`src/rtl/spi_pwm_cfg_pkg.sv`:
```
// rtl/spi_pwm_cfg_pkg.sv - shared constants and types for the SPI PWM configuration block
// Contents: register address map, default transaction length, controller state encoding.
package spi_pwm_cfg_pkg;

  localparam int TXN_BITS = 16;

  localparam logic [6:0] ADDR_EN_OUT_LO = 7'h00;
  localparam logic [6:0] ADDR_EN_OUT_HI = 7'h01;
  localparam logic [6:0] ADDR_EN_PWM_LO = 7'h02;
  localparam logic [6:0] ADDR_EN_PWM_HI = 7'h03;
  localparam logic [6:0] ADDR_DUTY      = 7'h04;

  typedef enum logic [1:0] {
    IDLE   = 2'd0,
    SHIFT  = 2'd1,
    COMMIT = 2'd2
  } state_t;

endpackage

```
`src/rtl/spi_pwm_cfg_ctrl_sync.sv`:
```
// rtl/spi_pwm_cfg_ctrl_sync.sv - pin synchroniser with level, rise and fall outputs
// Ports:
//   clk, rst : system clock, asynchronous active-high reset
//   din      : asynchronous pad input
//   level    : synchronised level (last chain stage)
//   rise     : one-cycle pulse when level goes 0 -> 1
//   fall     : one-cycle pulse when level goes 1 -> 0
module sync_edge_det #(
  parameter int   STAGES  = 2,
  parameter logic RST_VAL = 1'b0
) (
  input  logic clk,
  input  logic rst,
  input  logic din,
  output logic level,
  output logic rise,
  output logic fall
);

  logic [STAGES-1:0] chain;
  logic              hist;

  always_ff @(posedge clk or posedge rst) begin
    if (rst) begin
      chain <= {STAGES{RST_VAL}};
      hist  <= RST_VAL;
    end else begin
      chain <= {chain[STAGES-2:0], din};
      hist  <= chain[STAGES-1];
    end
  end

  assign level = chain[STAGES-1];
  assign rise  = level & ~hist;
  assign fall  = ~level & hist;

endmodule

```
`src/rtl/spi_pwm_cfg_ctrl.sv`:
```
// rtl/spi_pwm_cfg_ctrl.sv - SPI mode-0 write-only register file driving the PWM peripheral config
// Ports:
//   clk, rst          : system clock (>= 4x SCLK), asynchronous active-high reset
//   sclk, copi, ncs   : SPI pins, asynchronous to clk, MSB first, sampled on SCLK rise
//   en_reg_out_7_0    : register 0x00
//   en_reg_out_15_8   : register 0x01
//   en_reg_pwm_7_0    : register 0x02
//   en_reg_pwm_15_8   : register 0x03
//   pwm_duty_cycle    : register 0x04
//   wr_strobe         : one-cycle pulse, aligned with the register update of a committed write
//   err_strobe        : one-cycle pulse when a frame is rejected
module spi_pwm_cfg_ctrl #(
  parameter int SYNC_STAGES = 2,
  parameter int TXN_BITS    = spi_pwm_cfg_pkg::TXN_BITS,
  parameter int MAX_ADDR    = 4
) (
  input  logic       clk,
  input  logic       rst,
  input  logic       sclk,
  input  logic       copi,
  input  logic       ncs,
  output logic [7:0] en_reg_out_7_0,
  output logic [7:0] en_reg_out_15_8,
  output logic [7:0] en_reg_pwm_7_0,
  output logic [7:0] en_reg_pwm_15_8,
  output logic [7:0] pwm_duty_cycle,
  output logic       wr_strobe,
  output logic       err_strobe
);

  import spi_pwm_cfg_pkg::*;

  localparam int                 CNT_W       = $clog2(TXN_BITS + 2);
  localparam logic [CNT_W-1:0]   CNT_FULL    = CNT_W'(TXN_BITS);
  localparam logic [CNT_W-1:0]   CNT_SAT     = CNT_W'(TXN_BITS + 1);
  localparam int                 SET_W       = $clog2(SYNC_STAGES + 1);
  localparam logic [SET_W-1:0]   SETTLE_DONE = SET_W'(SYNC_STAGES);
  localparam logic [6:0]         MAX_ADDR_L  = 7'(MAX_ADDR);

  // Synchronised pins
  logic sclk_level, sclk_rise, sclk_fall;
  logic copi_level, copi_rise, copi_fall;
  logic ncs_level,  ncs_rise,  ncs_fall;

  sync_edge_det #(.STAGES(SYNC_STAGES), .RST_VAL(1'b0)) u_sync_sclk (
    .clk(clk), .rst(rst), .din(sclk),
    .level(sclk_level), .rise(sclk_rise), .fall(sclk_fall)
  );

  sync_edge_det #(.STAGES(SYNC_STAGES), .RST_VAL(1'b0)) u_sync_copi (
    .clk(clk), .rst(rst), .din(copi),
    .level(copi_level), .rise(copi_rise), .fall(copi_fall)
  );

  sync_edge_det #(.STAGES(SYNC_STAGES), .RST_VAL(1'b1)) u_sync_ncs (
    .clk(clk), .rst(rst), .din(ncs),
    .level(ncs_level), .rise(ncs_rise), .fall(ncs_fall)
  );

  logic unused_sync;
  assign unused_sync = ^{sclk_level, sclk_fall, copi_rise, copi_fall};

  // The ncs chain resets to 1, so a pin already low at reset release would
  // flush through as a fall pulse. Frame starts are only accepted once the
  // chain has flushed and ncs has been seen high, which drops the tail of a
  // frame that was interrupted by reset.
  logic [SET_W-1:0] settle_q;
  logic             settled;
  logic             armed_q;
  logic             frame_start;

  assign settled     = (settle_q == SETTLE_DONE);
  assign frame_start = ncs_fall & armed_q;

  always_ff @(posedge clk or posedge rst) begin
    if (rst) begin
      settle_q <= '0;
      armed_q  <= 1'b0;
    end else begin
      if (!settled) begin
        settle_q <= settle_q + 1'b1;
      end
      if (settled && ncs_level) begin
        armed_q <= 1'b1;
      end
    end
  end

  // Controller state register
  state_t state_q, state_d;

  always_ff @(posedge clk or posedge rst) begin
    if (rst) begin
      state_q <= IDLE;
    end else begin
      state_q <= state_d;
    end
  end

  // Next-state logic
  always_comb begin
    state_d = state_q;
    case (state_q)
      IDLE:    if (frame_start) state_d = SHIFT;
      SHIFT:   if (ncs_rise)    state_d = COMMIT;
      COMMIT:                   state_d = IDLE;
      default:                  state_d = IDLE;
    endcase
  end

  // Frame capture: the bit on a coincident sclk/ncs rise is taken before COMMIT
  logic [TXN_BITS-1:0] shift_q;
  logic [CNT_W-1:0]    cnt_q;

  always_ff @(posedge clk or posedge rst) begin
    if (rst) begin
      shift_q <= '0;
      cnt_q   <= '0;
    end else begin
      case (state_q)
        IDLE: begin
          if (frame_start) begin
            shift_q <= '0;
            cnt_q   <= '0;
          end
        end
        SHIFT: begin
          if (sclk_rise) begin
            shift_q <= {shift_q[TXN_BITS-2:0], copi_level};
            if (cnt_q != CNT_SAT) begin
              cnt_q <= cnt_q + 1'b1;
            end
          end
        end
        default: ;
      endcase
    end
  end

  // Frame decode and commit decision
  logic       frame_w;
  logic [6:0] frame_addr;
  logic [7:0] frame_data;
  logic       wr_commit;
  logic       err_commit;

  assign frame_w    = shift_q[TXN_BITS-1];
  assign frame_addr = shift_q[TXN_BITS-2 -: 7];
  assign frame_data = shift_q[7:0];

  always_comb begin
    wr_commit  = 1'b0;
    err_commit = 1'b0;
    if (state_q == COMMIT) begin
      if (cnt_q != CNT_FULL) begin
        err_commit = 1'b1;
      end else if (frame_w) begin
        if (frame_addr <= MAX_ADDR_L) begin
          wr_commit = 1'b1;
        end else begin
          err_commit = 1'b1;
        end
      end
    end
  end

  // Register file; strobes are registered so they line up with the new value
  always_ff @(posedge clk or posedge rst) begin
    if (rst) begin
      en_reg_out_7_0  <= 8'h00;
      en_reg_out_15_8 <= 8'h00;
      en_reg_pwm_7_0  <= 8'h00;
      en_reg_pwm_15_8 <= 8'h00;
      pwm_duty_cycle  <= 8'h00;
      wr_strobe       <= 1'b0;
      err_strobe      <= 1'b0;
    end else begin
      wr_strobe  <= wr_commit;
      err_strobe <= err_commit;
      if (wr_commit) begin
        case (frame_addr)
          ADDR_EN_OUT_LO: en_reg_out_7_0  <= frame_data;
          ADDR_EN_OUT_HI: en_reg_out_15_8 <= frame_data;
          ADDR_EN_PWM_LO: en_reg_pwm_7_0  <= frame_data;
          ADDR_EN_PWM_HI: en_reg_pwm_15_8 <= frame_data;
          ADDR_DUTY:      pwm_duty_cycle  <= frame_data;
          default: ;
        endcase
      end
    end
  end

endmodule

```
`config.mk`:
```
export PLATFORM = sky130hd
export DESIGN_NAME = spi_pwm_cfg_ctrl
export DESIGN_NICKNAME = d
export VERILOG_FILES = /design/src/rtl/spi_pwm_cfg_pkg.sv /design/src/rtl/spi_pwm_cfg_ctrl_sync.sv /design/src/rtl/spi_pwm_cfg_ctrl.sv
export SDC_FILE = /design/constraint.sdc
export NUM_CORES = 1
export LEC_CHECK = 0
export CORE_AREA = 5 5 83 85
export DETAILED_ROUTE_END_ITERATION = 10
export DIE_AREA = 0 0 88 90
export GPL_ROUTABILITY_DRIVEN = 0
export HOLD_SLACK_MARGIN = 0.06
export PLACE_DENSITY = 0.81
export SYNTH_ARGS = -nofsm -noshare
export SYNTH_HDL_FRONTEND = slang
export SYNTH_HIERARCHICAL = 1
export SYNTH_SLANG_ARGS = --single-unit
```
`constraint.sdc`:
```
create_clock -name clk -period 2.9 [get_ports clk]
set_input_delay 0.58 -clock clk [delete_from_list [all_inputs] [get_ports clk]]
set_output_delay 0.58 -clock clk [all_outputs]
set_load 0.01 [all_outputs]
```
[Yosys cells after proc, flatten, opt, wreduce, memory -nomap -nowiden]
Index checks and enable logic that the tools add are counted.
Word-level totals
  word-level logic and storage cells: 70
  flip-flop bits (word level): 76
  input port bits: 5
  output and inout bits: 42
Cells by class
  $add $sub $neg: 2
  bitwise operators: 7
  multiplexer cells: 18
  reduce and logical (&&, ||, !) cells: 12
  order comparisons: 1
  equal/unequal tests: 13
Operators with widths (count)
  $mux 16: 2
  $pmux 16 s2: 1
  $mux 5: 3
  $eq 7x2->1 const B: 2
  $reduce_and 2->1: 6
  $ne 5x5->1 const B: 2
  $pmux 5 s2: 1
  $mux 1: 8
  $ne 2x2->1 const B: 4
  $eq 7x1->1 const B: 1
  $eq 7x3->1 const B: 1
  $le 7x3->1 const B: 1
  $logic_not 7->1: 1
  $add 5x1->5 const B: 1
  $and 1x1->1: 4
  $eq 2x2->1 const B: 2
  $mux 2: 2
  $pmux 2 s2: 1
  $reduce_and 4->1: 1
  $not 1->1: 3
  $reduce_and 3->1: 1
  $add 2x1->2 const B: 1
  $eq 2x1->1 const B: 1
  $logic_not 2->1: 1
  2 further kinds: 2

[Depth between registers and ports, before layout]
  depth after elaboration: 6
  depth in mapped cells: 7
  depth with buffers taken out: 6

[Hierarchy]
Netlist, hierarchy kept.
By module, submodules not included
  spi_pwm_cfg_ctrl: seq. area each 1701.6 sq um, instances 1, area each 2817.7 sq um, cells each 219
  sync_edge_det at u_sync_copi ...: seq. area each 75.1 sq um, instances 2, area each 93.8 sq um, cells each 6
  sync_edge_det at u_sync_ncs: seq. area each 78.8 sq um, instances 1, area each 97.6 sq um, cells each 6

[Worst setup path after synthesis]
Ideal clock, no wire load.
  kind: register -> register
  start point: reg cnt_q[0]
  end point: reg pwm_duty_cycle[0]
  buffers on the path: 1
  slack: 0.779 ns
  setup time: 0.125 ns
  data arrival time: 1.996 ns
  clock period less this slack: 2.121 ns
  cell stages (with the launch flop): 7
  data required time: 2.775 ns
  path through: dfrtp_1 inv_1 ha_1 or4bb_1 or4_1 buf_6 mux2_4
On the way
  longest elaborated chain between the ends: 4
RTL lines
  from (decl): RTL line spi_pwm_cfg_ctrl.sv:113  | logic [CNT_W-1:0] cnt_q;
  from (signal assigned): RTL line spi_pwm_cfg_ctrl.sv:131  | cnt_q <= cnt_q + 1'b1;
  $ne 5x5->1: RTL line spi_pwm_cfg_ctrl.sv:155  | if (cnt_q != CNT_FULL) begin
  $mux 1: RTL line spi_pwm_cfg_ctrl.sv:155
  $mux 1: RTL line spi_pwm_cfg_ctrl.sv:154  | if (state_q == COMMIT) begin
  $reduce_and 2->1 (no line)
  to (signal assigned): RTL line spi_pwm_cfg_ctrl.sv:186  | ADDR_DUTY: pwm_duty_cycle <= frame_data;
  to (decl): RTL line spi_pwm_cfg_ctrl.sv:26  | output logic [7:0] pwm_duty_cycle,
No other way between the ends.
A chain may end at the register's enable or synchronous reset.

[Worst setup path in the final report]
  start point: reg cnt_q[0]
  end point: reg en_reg_out_15_8[7]
On the way
  longest elaborated chain between the ends: 4
RTL lines
  $ne 5x5->1: RTL line spi_pwm_cfg_ctrl.sv:155
  $mux 1: RTL line spi_pwm_cfg_ctrl.sv:155
  $mux 1: RTL line spi_pwm_cfg_ctrl.sv:154
  $reduce_and 2->1 (no line)
  to (signal assigned): RTL line spi_pwm_cfg_ctrl.sv:183  | ADDR_EN_OUT_HI: en_reg_out_15_8 <= frame_data;
  to (decl): RTL line spi_pwm_cfg_ctrl.sv:23  | output logic [7:0] en_reg_out_15_8,
No other way between the ends.

==> run metrics <==
status=completed; pin count of the biggest net entering global routing=38; I/O pin count=47; Horiz. Die Dim=88 microns; hold wc startpoint=u_sync_sclk/chain[0]$_DFF_PP0_; post-detailed-route wirelength per cell=15.7 microns; sw power=0.000543 W; Post-CTS Resized=0; Power Dens Cells=577 mW/mm^2; number of remaining DRC errors=0; DRT iter0 DRCs=86; Reg clk slew, reported paths=0.08 ns; CP max stage delay=0.56 ns; maximum clock path buffer count=2; reg2reg setup slack=0.45 ns; die extent in y=90 microns; Tot GR Track Use=16.3%; Remaining Overflow, GRT=0; share of layout cells above drive strength 1=23.6%; Peak Freq=408 MHz; hold buffers post-CTS=0; DR vias/cell=5.19; Buf/Inv on CP=1; Hold Crit Class=flip-flop to flip-flop; WP depth=6; antenna-violating nets left=0; Mapped Cells=233; ant diodes=0; routed wire length=5780 microns; TritonRoute pass-1 iters=4; crit-path cells=inv_1, ha_1, or4bb_1, nor3_2, and4b_1, mux2_2; fin util=62.6%; Critical path origin=cnt_q[0]$_DFFE_PP0P_; Cell Area, Synth=0.00305 sq mm; Final Setup Violations=0; Switching Fraction=24.5%; Critical Path Slowest Stage Cell=and4b_1; Clock Skew=0.00777 ns; CTS tree=done; Pins Over Slew Limit=0; Max Cap Viol=0; Clock Tree Root=clkbuf_8; FF-to-FF Start=cnt_q[0]$_DFFE_PP0P_; worst slew pin tran=0.544 ns; maximum vdd drop=0.434 mV; RSZ-0062 raised after global routing=false; Final #Nets=296; CTS H-tree lvls=3; CP delay by family, top=simple AND/OR/NAND/NOR gates; Int Pwr=0.00167 W; Vias=1,916; endpoint class of the critical path=flip-flop; CP arrival=2.68 ns; Port Buffer Count=46; Tmin final=2.45 ns; power consumption=0.00221 W; critical path peak fanout=8; Clock Power Share=40.7%; Synthesized Nets=242; Area growth syn-to-layout=25.6%; Reg power frac=51.5%; first-pass GRT wire length=9840 microns; Sum Neg Setup Slack=0 ns; worst path required time=3.13 ns; Critical Path Start Type=flip-flop; Synthesis Warnings=6; static leakage=1.78 nW; Tcrit/Tclk final=84.6%; core area=0.00613 sq mm; Initial Util=49.8%; R2R depth=6; die area=0.00792 sq mm; Detailed Place HPWL=3910 microns; vias in the first global route=1,985; initial antenna violation count=0; clock buffer count from CTS=9; post-CTS setup buffer count=0; clk sinks=76; Avg Cell Area, Syn=13.1 sq um; Logic pwr share=7.8%; Rows=29; clk_lat worst skew=0.35 ns; CP Class=flip-flop to flip-flop; RR Endpoint=en_reg_out_15_8[7]$_DFFE_PP0P_; Setup crit end=en_reg_out_15_8[7]$_DFFE_PP0P_; Slew headroom=63.7%; Fin. Hold Viols=0
## per-layer routing
| metal | vias to the layer above | share of wire [%] | wire [microns] | global-route usage [%] |
|---|---|---|---|---|
| met5 | - | 0 | 0 | 0 |
| met4 | 0 | 2.4 | 140 | 8.44 |
| met3 | 12 | 4.6 | 265 | 3.38 |
| met2 | 51 | 47 | 2740 | 25.1 |
| met1 | 948 | 46 | 2640 | 21.5 |
| li1 | 905 | - | - | - |
## worst min path at each step
stage                                                 to  slack (ns)  cells after the start
after floorplan           u_sync_copi/chain[0]$_DFF_PP0_        0.32                      1
after global placement    u_sync_sclk/chain[1]$_DFF_PP0_        0.34                      0
after detailed placement  u_sync_copi/chain[1]$_DFF_PP0_        0.34                      0
after CTS                 u_sync_copi/chain[1]$_DFF_PP0_        0.36                      0
after global routing      u_sync_copi/chain[1]$_DFF_PP0_        0.36                      0
final                     u_sync_sclk/chain[1]$_DFF_PP0_        0.36                      0
## per-stage QoR
stage | hold WS (ns) | instances | cell area, sq um | setup slack (ns)
6_report | 0.356 | 369 | 3840 | 0.446
2_1_floorplan | 0.321 | 233 | 3050 | 0.608
3_5_place_dp | 0.336 | 353 | 3610 | 0.456
5_1_grt | 0.360 | 369 | 3840 | 0.349
4_1_cts | 0.355 | 369 | 3840 | 0.435
3_3_place_gp | 0.336 | 353 | 3610 | 0.520
## placed cells by master, fill, tap and decap left out, types with 4 or more instances in the layout
cell type         n
mux2_4            8
buf_4             5
o21ai_0          18
nand2_1          34
nor2_1            5
inv_1             7
ha_1              4
clkbuf_8         10
clkdlybuf4s50_1  46
mux2i_1           4
dfrtp_1          73
mux2_2           32
## flip-flops by register name, summed over array words and instances (netlist names), 5 cells and up
signal           cells
pwm_duty_cycle       8
en_reg_pwm_7_0       8
en_reg_out_15_8      8
cnt_q                5
en_reg_out_7_0       8
en_reg_pwm_15_8      8
shift_q             16
## power by group through the flow
stage	clock network, W	logic [W]	registers (W)
6_report	0.000902	0.000172	0.00114
5_1_grt	0.000957	0.000200	0.00115
4_1_cts	0.000914	0.000175	0.00114
3_5_place_dp	0	0.000175	0.00116
3_3_place_gp	0	0.000169	0.00116
2_1_floorplan	0	0.000125	0.00115
## area by class of cell
type,count,area (sq um)
clock inverter,5,83.8
tap,77,96.3
fill,467,2290
sequential,76,1910
multi-input combinational,141,1080
timing repair buffer,51,498
clock buffer,11,141
inverter,8,30.0
## worst register-to-register path, delay by kind of cell (launching register included)
family | cells | cell delay, ns
adders and majority gates | 1 | 0.14
buffers and inverters | 1 | 0.10
DFF | 1 | 0.41
muxes | 1 | 0.40
and+or+nand+nor | 3 | 1.29
Power figures use the tool's default switching activity.
